==> config.mk <==
export PLATFORM = sky130hd
export DESIGN_NAME = booth_mult_unit
export DESIGN_NICKNAME = d
export VERILOG_FILES = /design/src/rtl/mult_pkg.sv /design/src/rtl/booth_step.sv /design/src/rtl/booth_mult_unit.sv
export SDC_FILE = /design/constraint.sdc
export NUM_CORES = 1
export LEC_CHECK = 0
export BUFFER_PORTS_ARGS = -buffer_cell sky130_fd_sc_hd__buf_2
export CORE_ASPECT_RATIO = 0.5
export CORE_MARGIN = 1.5
export CORE_UTILIZATION = 37
export DETAILED_ROUTE_END_ITERATION = 7
export PLACE_DENSITY = 0.56
export SYNTH_ARGS = -nofsm -noshare
export SYNTH_HDL_FRONTEND = slang
export SYNTH_HIERARCHICAL = 1
export SYNTH_SLANG_ARGS = --single-unit
export TNS_END_PERCENT = 50
==> constraint.sdc <==
create_clock -name clk -period 5.87 [get_ports clk]
set_input_delay 0.2935 -clock clk [delete_from_list [all_inputs] [get_ports clk]]
set_output_delay 0.2935 -clock clk [all_outputs]
set_load 0.01 [all_outputs]
==> src/rtl/mult_pkg.sv <==
// Shared FSM state and Booth recoding definitions for the sequential multiplier.
package mult_pkg;

    typedef enum logic [1:0] {
        IDLE = 2'd0,
        RUN  = 2'd1,
        DONE = 2'd2
    } state_t;

    localparam logic [1:0] OP_NONE = 2'b00;
    localparam logic [1:0] OP_ADD  = 2'b01;
    localparam logic [1:0] OP_SUB  = 2'b10;

    // Recodes the {Q[0], Q_1} pair into the operation applied to the accumulator.
    function automatic logic [1:0] booth_op(input logic [1:0] pair);
        case (pair)
            2'b01:   booth_op = OP_ADD;
            2'b10:   booth_op = OP_SUB;
            default: booth_op = OP_NONE;
        endcase
    endfunction

endpackage

==> src/rtl/booth_step.sv <==
// One radix-2 Booth iteration: add/subtract M into A, then arithmetic shift of {A,Q,Q_1}.
module booth_step
    import mult_pkg::*;
#(
    parameter int DW = 32
) (
    input  logic [DW:0]   a,
    input  logic [DW-1:0] q,
    input  logic          q_1,
    input  logic [DW:0]   m,
    output logic [DW:0]   a_next,
    output logic [DW-1:0] q_next,
    output logic          q_1_next
);

    logic [DW:0] sum;

    // A carries one guard bit so A-M cannot overflow for the most-negative operand.
    always_comb begin
        sum = a;
        case (booth_op({q[0], q_1}))
            OP_ADD:  sum = a + m;
            OP_SUB:  sum = a - m;
            default: sum = a;
        endcase
        a_next   = {sum[DW], sum[DW:1]};
        q_next   = {sum[0], q[DW-1:1]};
        q_1_next = q[0];
    end

endmodule

==> src/rtl/booth_mult_unit.sv <==
// Sequential radix-2 Booth multiplier; done pulses L+1 cycles after start (L = WIDTH, or WIDTH+1
// with MULT_UNSIGNED_EN adding the is_unsigned port); start is ignored while busy.
module booth_mult_unit
    import mult_pkg::*;
#(
    parameter int WIDTH = 32
) (
    input  logic             clk,
    input  logic             reset,
    input  logic             start,
    input  logic [WIDTH-1:0] mc,
    input  logic [WIDTH-1:0] mp,
`ifdef MULT_UNSIGNED_EN
    input  logic             is_unsigned,
`endif
    output logic             busy,
    output logic             done,
    output logic [WIDTH-1:0] hi,
    output logic [WIDTH-1:0] lo
);

`ifdef MULT_UNSIGNED_EN
    localparam int DW = WIDTH + 1;
`else
    localparam int DW = WIDTH;
`endif
    localparam int CW = $clog2(DW + 1);
    localparam int PW = 2 * WIDTH;

    state_t        state;
    logic [DW:0]   a_reg;
    logic [DW-1:0] q_reg;
    logic          q_1_reg;
    logic [DW:0]   m_reg;
    logic [CW-1:0] count;

    logic [DW:0]   a_next;
    logic [DW-1:0] q_next;
    logic          q_1_next;
    logic [DW-1:0] mc_ext;
    logic [DW-1:0] mp_ext;
    logic [PW-1:0] product;

`ifdef MULT_UNSIGNED_EN
    assign mc_ext = {(is_unsigned ? 1'b0 : mc[WIDTH-1]), mc};
    assign mp_ext = {(is_unsigned ? 1'b0 : mp[WIDTH-1]), mp};
`else
    assign mc_ext = mc;
    assign mp_ext = mp;
`endif

    // The exact product always fits in the low 2*WIDTH bits of {A,Q}.
    assign product = PW'({a_reg, q_reg});

    booth_step #(.DW(DW)) u_step (
        .a        (a_reg),
        .q        (q_reg),
        .q_1      (q_1_reg),
        .m        (m_reg),
        .a_next   (a_next),
        .q_next   (q_next),
        .q_1_next (q_1_next)
    );

    always_ff @(posedge clk) begin
        if (reset) begin
            state   <= IDLE;
            busy    <= 1'b0;
            done    <= 1'b0;
            hi      <= '0;
            lo      <= '0;
            a_reg   <= '0;
            q_reg   <= '0;
            q_1_reg <= 1'b0;
            m_reg   <= '0;
            count   <= '0;
        end else begin
            done <= 1'b0;
            case (state)
                IDLE: begin
                    if (start) begin
                        m_reg   <= {mc_ext[DW-1], mc_ext};
                        q_reg   <= mp_ext;
                        a_reg   <= '0;
                        q_1_reg <= 1'b0;
                        count   <= CW'(DW);
                        busy    <= 1'b1;
                        state   <= RUN;
                    end
                end
                RUN: begin
                    a_reg   <= a_next;
                    q_reg   <= q_next;
                    q_1_reg <= q_1_next;
                    count   <= count - 1'b1;
                    if (count == CW'(1)) begin
                        state <= DONE;
                    end
                end
                DONE: begin
                    done  <= 1'b1;
                    hi    <= product[PW-1:WIDTH];
                    lo    <= product[WIDTH-1:0];
                    busy  <= 1'b0;
                    state <= IDLE;
                end
                default: begin
                    busy  <= 1'b0;
                    state <= IDLE;
                end
            endcase
        end
    end

endmodule

==> results.cfg, run 1 <==
[sta]
rsz0062_at_grt = false
fin_tns_setup_ns = 0
setup_ws_ns = 1.26
layout_min_cycle_time_ns = 4.61
maxSlewViolCount = 0
finalCritPeriodShare = 0.785
setup_violations = 0
max_slew_margin = 0.343
fin_worst_skew_ns = 0.0108
worstMarginPinSlew_ns = 0.984
finalHoldViolCount = 0
hold_slack_ns = 0.0775
fmaxAchievable_mhz = 217

[clock_network]
hold_buffers = 0
cts.clk_slew.worst_paths_ns = 0.07
cts_made_buffers = 17
tritoncts = done
root_buffer = clkbuf_16
cts_setup_buffers = 0
cts_sinks = 172
cts_resized = 0
htree_levels = 4
clock_latency_ns = 0.45
clockBufferDepth = 2

[synth]
syn_area_mm2 = 0.00910
synth_top_area_frac = 0.379
synth_area_leaders = dfxtp_1 (38%), nand2_1 (9.6%), a21oi_1 (7.6%)
yosysSeqAreaShare = 0.379
syn_nets = 1268
synth_compound_area_frac = 0.198
yosys.area_share.simple = 0.238
ys_ff_latch = 172
synth_top_family_by_area = simple AND/OR/NAND/NOR gates
synth_cell_types = 65
synth.most_common_cell = nand2_1
synth.top_cells.by_count = nand2_1 (232), dfxtp_1 (172), a21oi_1 (139), nor2_1 (107), nor3_1 (45)
async_reset_ff_frac = 0
synthMuxAreaShare = 0.00688
synth_fa_ha_area_frac = 0.0517
synth_area_leader_cell = dfxtp_1
yosysWarnings = 6
synth-main-ff-cell = dfxtp_1
synthCells = 1164
synth_edf_count = 0
synth_xor_area_frac = 0.0549
syn_avg_cell_area_um2 = 7.81

[placed_design]
io_buffer_count = 132
place_ws_ns = 1.26
placed_area_mm2 = 0.00969
routabilityCongestion = 0.902
dp_cells = 1534
dp_hpwl_um = 16200

[finish]
drive_gt1_frac = 0.160
antenna_cells = 0
fin_area_mm2 = 0.0102
final_core_util = 0.426
nFillCells = 2484
fin_nets = 1321
largest_reg_flops = 33
instances_no_fill = 1566
area_growth_pct = 12.6

[hold_path]
min_from = mc[19]
hold_end = m_reg[19]$_SDFFE_PP0P_
min_path_cells = 3
holdCritPathClass = primary input to flop

[die]
die_x_um = 225
die_h_um = 114
fp-row-count = 40
die_area_mm2 = 0.0256
core_mm2 = 0.0241
top_level_ports = 133
initial_core_util = 0.378

[pwr]
p_int_mw = 2.16
combPwrFrac = 0.272
p_sw_frac = 0.345
switching_power_mw = 1.14
p_clk_frac = 0.327
powerDensity_mw_per_mm2 = 322
p_seq_frac = 0.401
vdd_drop_max_uv = 141
leakagePower_nw = 4.15
power.total_mw = 3.30

[detailed_routing]
drt_wl_total_um = 23800
drc = 0
firstDrtPassIters = 5
drtAntennaViolNets = 0
wl_per_cell_um = 15.2
via_per_inst = 5.16
vias = 8075
drt_iter0_drc = 389

[setup_path]
cp-start-kind = flop
rr_worst_depth = 15
r2r_slack_ns = 1.26
rr_endpoint = a_reg[29]$_SDFFE_PP0P_
slowest_stage = or4_1
path_delay_family = compound AO/OA/AOI/OAI gates
critPathRequiredTime_ns = 6.21
critPathKind = flop to flop
crit_chain = or4_1 -> or3_4 -> nor4_4 -> a21oi_1 -> xnor2_1 -> ha_1 -> a21o_1 -> a31oi_1 -> o31ai_1 -> a221oi_1 -> nor2_1 -> a221oi_1 -> xor2_1 -> o21ai_0 -> a22o_1
cp_common_cell = a221oi_1
critPathArrivalTime_ns = 4.94
critPathMaxFanout = 9
cp_num_buf_inv = 0
reg2reg_from = m_reg[7]$_SDFFE_PP0P_
crit_start = m_reg[7]$_SDFFE_PP0P_
worst_setup_path_end_kind = flop
critPathMaxStageDelay_ns = 0.57

[global_routing]
grt_usage = 0.193
grt_pass1_vias = 7750
grt_first_pass_wirelength_um = 39300
grt_max_degree = 78
antenna_found_initial = 0
grt_overflow = 0

[flow_run]
drv_cap = 0

[status]
status = finished, final reports clean
==> area by class of cell <==
cell class	instances	area (µm²)	share of cell area
tap	336	420	0.0410
sequential	172	3440	0.336
multi-input combinational	866	5010	0.489
timing repair buffer	144	753	0.0735
inverter	16	60.1	0.00586
clock inverter	15	131	0.0128
clock buffer	17	425	0.0415
==> cell families (layout without fill, tap and decap cells) <==
group / count (synthesis) / count (layout)
compound gates: 290 / 290
flops: 172 / 172
mux: 6 / 6
fa+ha+maj: 37 / 37
simple gates: 476 / 476
xor+xnor: 57 / 57
buf+inv: 126 / 192
==> power groups by stage <==
| stage | Clock [mW] | Sequential [mW] | Combinational [mW] |
|---|---|---|---|
| after floorplan | 0 | 1.32 | 0.755 |
| after global placement | 0 | 1.34 | 0.881 |
| after detailed placement | 0 | 1.35 | 0.891 |
| after CTS | 1.12 | 1.32 | 0.897 |
| after global routing | 1.17 | 1.33 | 1.00 |
| final | 1.08 | 1.32 | 0.897 |
==> metal layers <==
layer  track usage  routed length [µm]  vias to the layer above
met1         0.259               12000                     3817
met5             0                   0                        -
met3        0.0451                 881                       26
met2         0.307               10600                      116
met4        0.0626                 346                        0
li1              -                   -                     4116
==> layout by cell type, fill, tap and decap left out, types with 19 or more instances in the layout <==
| master | netlist | final |
|---|---|---|
| nand2_1 | 232 | 232 |
| dfxtp_1 | 172 | 172 |
| a21oi_1 | 139 | 139 |
| buf_2 | 21 | 131 |
| nor2_1 | 107 | 107 |
| nor3_1 | 45 | 45 |
| xnor2_1 | 38 | 38 |
| o21ai_0 | 38 | 38 |
| nor4_1 | 36 | 36 |
| ha_1 | 36 | 36 |
| a22o_1 | 34 | 34 |
| a21o_1 | 23 | 23 |
| xor2_1 | 19 | 19 |
==> worst max path at each step <==
stage,slack (ns),cells after the start,endpoint
finish,1.26,15,a_reg[29]$_SDFFE_PP0P_
global route,0.91,16,a_reg[28]$_SDFFE_PP0P_
CTS,1.25,15,a_reg[29]$_SDFFE_PP0P_
detailed placement,1.26,15,a_reg[29]$_SDFFE_PP0P_
global placement,1.38,16,a_reg[30]$_SDFFE_PP0P_
floorplan,1.59,18,a_reg[32]$_SDFFE_PP0P_
==> worst reg2reg max path, cell delays in order, from the launching register on <==
cell and delay, ns:
dfxtp_1 0.35, or4_1 0.57, or3_4 0.39, nor4_4 0.53, a21oi_1 0.18, xnor2_1 0.16, ha_1 0.37, a21o_1 0.24
a31oi_1 0.17, o31ai_1 0.11, a221oi_1 0.47, nor2_1 0.16, a221oi_1 0.33, xor2_1 0.17, o21ai_0 0.09, a22o_1 0.23
(Power assumes the default switching activity.)
==> run 2, diff against run 1 <==
PLACE_DENSITY = 0.58   (was 0.56)
clock period = 3.7 ns   (was 5.87 ns; I/O delays follow)
==> run 2 against run 1 <==
Effect of this change:
- first-iteration DRC count grew 1.5%
- utilization grew 6.7 points
- critical endpoint is now a_reg[31]$_SDFFE_PP0P_
- sequential power grew 58%
- largest cell class unchanged
- setup slack lost 1.7 ns
- the run now ends with setup timing left
==> results.cfg, run 2 (synthesis results as in run 1) <==
[clock_network]
cts.clk_slew.worst_paths_ns = 0.07
clock_latency_ns = 0.45
tritoncts = done
clockBufferDepth = 2
cts_made_buffers = 17
htree_levels = 4
root_buffer = clkbuf_16
cts_sinks = 172

[setup_path]
cp-start-kind = flop
critPathMaxStageDelay_ns = 0.53
r2r_slack_ns = -0.42
reg2reg_from = m_reg[17]$_SDFFE_PP0P_
path_delay_family = simple AND/OR/NAND/NOR gates
critPathKind = flop to flop
rr_endpoint = a_reg[31]$_SDFFE_PP0P_
cp_num_buf_inv = 2
crit_chain = or4_4 -> or3_4 -> or3_4 -> nor3_4 -> and2_4 -> buf_4 -> buf_4 -> a21oi_1 -> xnor2_1 -> ha_1 -> nand4_1 -> nor2_2 -> o21ai_0 -> o22ai_2 -> xor2_1 -> o32ai_2 -> a22o_1
critPathMaxFanout = 4
critPathRequiredTime_ns = 4.05
rr_worst_depth = 17
critPathArrivalTime_ns = 4.46
worst_setup_path_end_kind = flop
slowest_stage = or4_4

[status]
status = finished with violations
violations = setup timing

[placed_design]
dp_hpwl_um = 18000
io_buffer_count = 132
place_ws_ns = -0.532
placed_area_mm2 = 0.0105
routabilityCongestion = 0.872
dp_cells = 1636

[hold_path]
hold_end = q_reg[27]$_SDFFE_PP0P_
holdCritPathClass = primary input to flop
min_path_cells = 3
min_from = mp[27]

[finish]
layout_common_cells = nand2_1 (230), dfxtp_1 (169), buf_2 (131)
drive_gt1_frac = 0.267
fin_nets = 1471
nFillCells = 2342
largest_reg_flops = 33
final_common_cell = nand2_1
area_growth_pct = 30.5
instances_no_fill = 1716
fin_area_mm2 = 0.0119
antenna_cells = 0
final_core_util = 0.493

[global_routing]
grt_pass1_vias = 8415
grt_overflow = 0
grt_first_pass_wirelength_um = 42300
antenna_found_initial = 0
grt_max_degree = 76
grt_usage = 0.207

[die]
initial_core_util = 0.378
core_mm2 = 0.0241
die_area_mm2 = 0.0256
die_h_um = 114
top_level_ports = 133
die_x_um = 225
fp-row-count = 40

[detailed_routing]
firstDrtPassIters = 5
vias = 8670
via_per_inst = 5.05
drt_wl_total_um = 25800
wl_per_cell_um = 15.0
drc = 0
drt_iter0_drc = 395
drtAntennaViolNets = 0

[sta]
finalCritPeriodShare = 1.11
rsz0062_at_grt = true
setup_ws_ns = -0.417
fin_worst_skew_ns = 0.0112
max_slew_margin = 0.454
hold_slack_ns = 0.0191
layout_min_cycle_time_ns = 4.12
fmaxAchievable_mhz = 243
maxSlewViolCount = 0
setup_violations = 14
finalHoldViolCount = 0
worstMarginPinSlew_ns = 0.816
fin_tns_setup_ns = -3.52

[pwr]
vdd_drop_max_uv = 274
leakagePower_nw = 4.96
power.total_mw = 5.86
powerDensity_mw_per_mm2 = 494

[flow_run]
drv_cap = 0
-- run 2: worst max-delay path by stage --
stage	startpoint	endpoint	slack [ns]	cells after the start
floorplan	m_reg[7]$_SDFFE_PP0P_	a_reg[24]$_SDFFE_PP0P_	-0.33	17
global placement	m_reg[7]$_SDFFE_PP0P_	a_reg[28]$_SDFFE_PP0P_	-0.39	17
detailed placement	m_reg[7]$_SDFFE_PP0P_	a_reg[26]$_SDFFE_PP0P_	-0.53	17
CTS	m_reg[3]$_SDFFE_PP0P_	a_reg[24]$_SDFFE_PP0P_	-0.36	17
global route	m_reg[7]$_SDFFE_PP0P_	a_reg[32]$_SDFFE_PP0P_	-0.59	16
finish	m_reg[17]$_SDFFE_PP0P_	a_reg[31]$_SDFFE_PP0P_	-0.42	17
-- run 2: final cells by class --
class / count / area, µm² / share of cell area
Sequential cell: 172 / 3450 / 0.290
Tap cell: 336 / 420 / 0.0354
Clock buffer: 19 / 453 / 0.0382
Multi-Input combinational cell: 866 / 5340 / 0.450
Inverter: 16 / 60.1 / 0.00506
Timing Repair Buffer: 294 / 1990 / 0.168
Clock inverter: 13 / 153 / 0.0129
-- run 2: where the power goes --
part	total [mW]	switching, mW	internal (mW)
registers	2.09	0.118	1.97
clock network	1.87	0.819	1.05
logic	1.90	1.00	0.905
-- run 2: worst register-to-register path, stage by stage, from the launching register on --
cell,delay (ns)
dfxtp_2,0.32
or4_4,0.54
or3_4,0.35
or3_4,0.36
nor3_4,0.23
and2_4,0.21
buf_4,0.11
buf_4,0.09
a21oi_1,0.07
xnor2_1,0.15
ha_1,0.38
nand4_1,0.17
nor2_2,0.20
o21ai_0,0.13
o22ai_2,0.17
xor2_1,0.19
o32ai_2,0.12
a22o_1,0.24
-- run 2: what timing repair did --
action | CTS | global route
pin swaps | 15 | 21
setup endpoints to repair | 17 | 20
buffers inserted | 4 | 7
hold buffers | 38 | 0
endpoints found under the hold margin | 38 | 0
resized for setup | 36 | 32
-- run 2: layer usage --
metal,track usage,vias to the layer above,wire (µm)
li1,-,4415,-
met4,0.0725,0,381
met3,0.0402,26,906
met5,0,-,0
met1,0.277,4098,12700
met2,0.333,131,11800
==> run 3, diff against run 2 <==
SKIP_CTS_REPAIR_TIMING = 1   (was not set)
==> run 3 against run 2 <==
Effect of this change:
- the flow finishes with violations (hold timing, setup timing)
- worst hold slack got worse by 0.041 ns
- maximum frequency decreased by 0.82%
- first-iteration DRC count increased by 1.5%
- sequential share of layout area increased by 0.70 points
- die area unchanged
- via count decreased by 0.90%
- wire length decreased by 1.4%
- sequential power about the same
- sequential cell count unchanged
- clock skew increased by 0.0013 ns
- largest cell class unchanged
- highest routed layer unchanged
==> results.cfg, run 3 (synthesis results as in run 1) <==
[sta]
setup_ws_ns = -0.451
layout_min_cycle_time_ns = 4.15
max_slew_margin = 0.448
finalCritPeriodShare = 1.12
fin_worst_skew_ns = 0.0125
setup_violations = 15
worstMarginPinSlew_ns = 0.825
maxSlewViolCount = 0
finalHoldViolCount = 2
fmaxAchievable_mhz = 241
rsz0062_at_grt = true
fin_tns_setup_ns = -4.49
hold_slack_ns = -0.0219

[finish]
instances_no_fill = 1697
final_core_util = 0.481
layout_common_cells = nand2_1 (232), dfxtp_1 (170), buf_2 (131)
area_growth_pct = 27.4
final_common_cell = nand2_1
fin_nets = 1452
drive_gt1_frac = 0.252
largest_reg_flops = 33
antenna_cells = 0

[placed_design]
dp_cells = 1636
routabilityCongestion = 0.872
dp_hpwl_um = 18000
io_buffer_count = 132

[die]
die_h_um = 114
fp-row-count = 40
initial_core_util = 0.378
die_x_um = 225
die_area_mm2 = 0.0256
core_mm2 = 0.0241
top_level_ports = 133

[clock_network]
tritoncts = done
cts_made_buffers = 17
cts.clk_slew.worst_paths_ns = 0.07
cts_sinks = 172
clock_latency_ns = 0.46
clockBufferDepth = 2
root_buffer = clkbuf_16
htree_levels = 4

[detailed_routing]
drt_wl_total_um = 25400
drc = 0
drt_iter0_drc = 401
via_per_inst = 5.06
vias = 8592
firstDrtPassIters = 5
drtAntennaViolNets = 0
wl_per_cell_um = 15.0

[global_routing]
grt_max_degree = 76
use_met3 = 0.0471
grt_first_pass_wirelength_um = 41100
grt_pass1_vias = 8175
grt_usage = 0.201
grt_overflow = 0
grt_use_met1 = 0.273
antenna_found_initial = 0
top_usage_layer = met2
use_met2 = 0.317

[status]
status = finished with violations
violations = hold timing, setup timing

[pwr]
vdd_drop_max_uv = 290
powerDensity_mw_per_mm2 = 501
leakagePower_nw = 4.86

[setup_path]
reg2reg_from = m_reg[3]$_SDFFE_PP0P_
rr_worst_depth = 15
slowest_stage = or4_4
critPathKind = flop to flop
critPathMaxFanout = 4
rr_endpoint = a_reg[32]$_SDFFE_PP0P_
cp-start-kind = flop
critPathMaxStageDelay_ns = 0.47
crit_start = m_reg[3]$_SDFFE_PP0P_
critPathRequiredTime_ns = 4.04
worst_setup_path_end_kind = flop
critPathArrivalTime_ns = 4.50
crit_path_end = a_reg[32]$_SDFFE_PP0P_
r2r_slack_ns = -0.45
crit_chain = or3_4 -> or4_4 -> buf_6 -> nor4_4 -> buf_4 -> and2_4 -> a31oi_1 -> xnor2_1 -> ha_1 -> a21o_1 -> a211oi_1 -> or3b_1 -> mux2i_1 -> o32ai_2 -> a22o_1

[hold_path]
holdCritPathClass = primary input to flop

[flow_run]
drv_cap = 0
==> run 3: changes by cell type in the layout (fill, tap and decap cells not counted), sizes merged <==
cell,before,now
buf,256,250
dlygate4sd3,38,25
==> run 3: worst max-delay path: cells and delay by family, from the launching register on <==
| family | cells | cell delay, ns |
|---|---|---|
| buffers and inverters | 2 | 0.36 |
| adders and majority gates | 1 | 0.30 |
| DFF | 1 | 0.32 |
| muxes | 1 | 0.19 |
| AOI/OAI and AO/OA | 5 | 0.96 |
| and+or+nand+nor | 5 | 1.73 |
| xor gates and xnor gates | 1 | 0.17 |
==> run 3: per-stage QoR <==
step                      hold WS (ns)  total power, mW  area (µm²)  setup slack, ns
after detailed placement         0.432             3.86       10500           -0.532
final                          -0.0219             5.81       11600           -0.451
after CTS                      -0.0604             5.75       11100           -0.562
after global routing           0.00161             6.14       11600           -0.641
after floorplan                  0.313             3.33        9190           -0.327
after global placement           0.430             3.84       10500           -0.394
==> run 3: power breakdown <==
part	switching [mW]	internal (mW)
Clock	0.823	1.05
Combinational	0.977	0.873
Sequential	0.118	1.97
==> run 3: layer usage <==
metal | wire length (µm) | vias to the layer above
met3 | 945 | 19
met4 | 292 | 0
met1 | 12600 | 4064
li1 | - | 4370
met2 | 11500 | 139
met5 | 0 | -
==> run 3: area by class of cell <==
type	instances	area [µm²]
tap	336	420
multi-input combinational	866	5240
inverter	16	60.1
timing repair buffer	275	1810
fill	2394	12500
clock buffer	19	453
clock inverter	13	153
sequential	172	3450
==> run 3: worst min path at each step <==
stage,endpoint,cells past startpoint,start
after floorplan,m_reg[7]$_SDFFE_PP0P_,2,mc[7]
after global placement,m_reg[30]$_SDFFE_PP0P_,3,mc[30]
after detailed placement,m_reg[6]$_SDFFE_PP0P_,3,mc[6]
after CTS,m_reg[25]$_SDFFE_PP0P_,3,mc[25]
after global routing,m_reg[14]$_SDFFE_PP0P_,3,mc[14]
final,m_reg[6]$_SDFFE_PP0P_,3,mc[6]
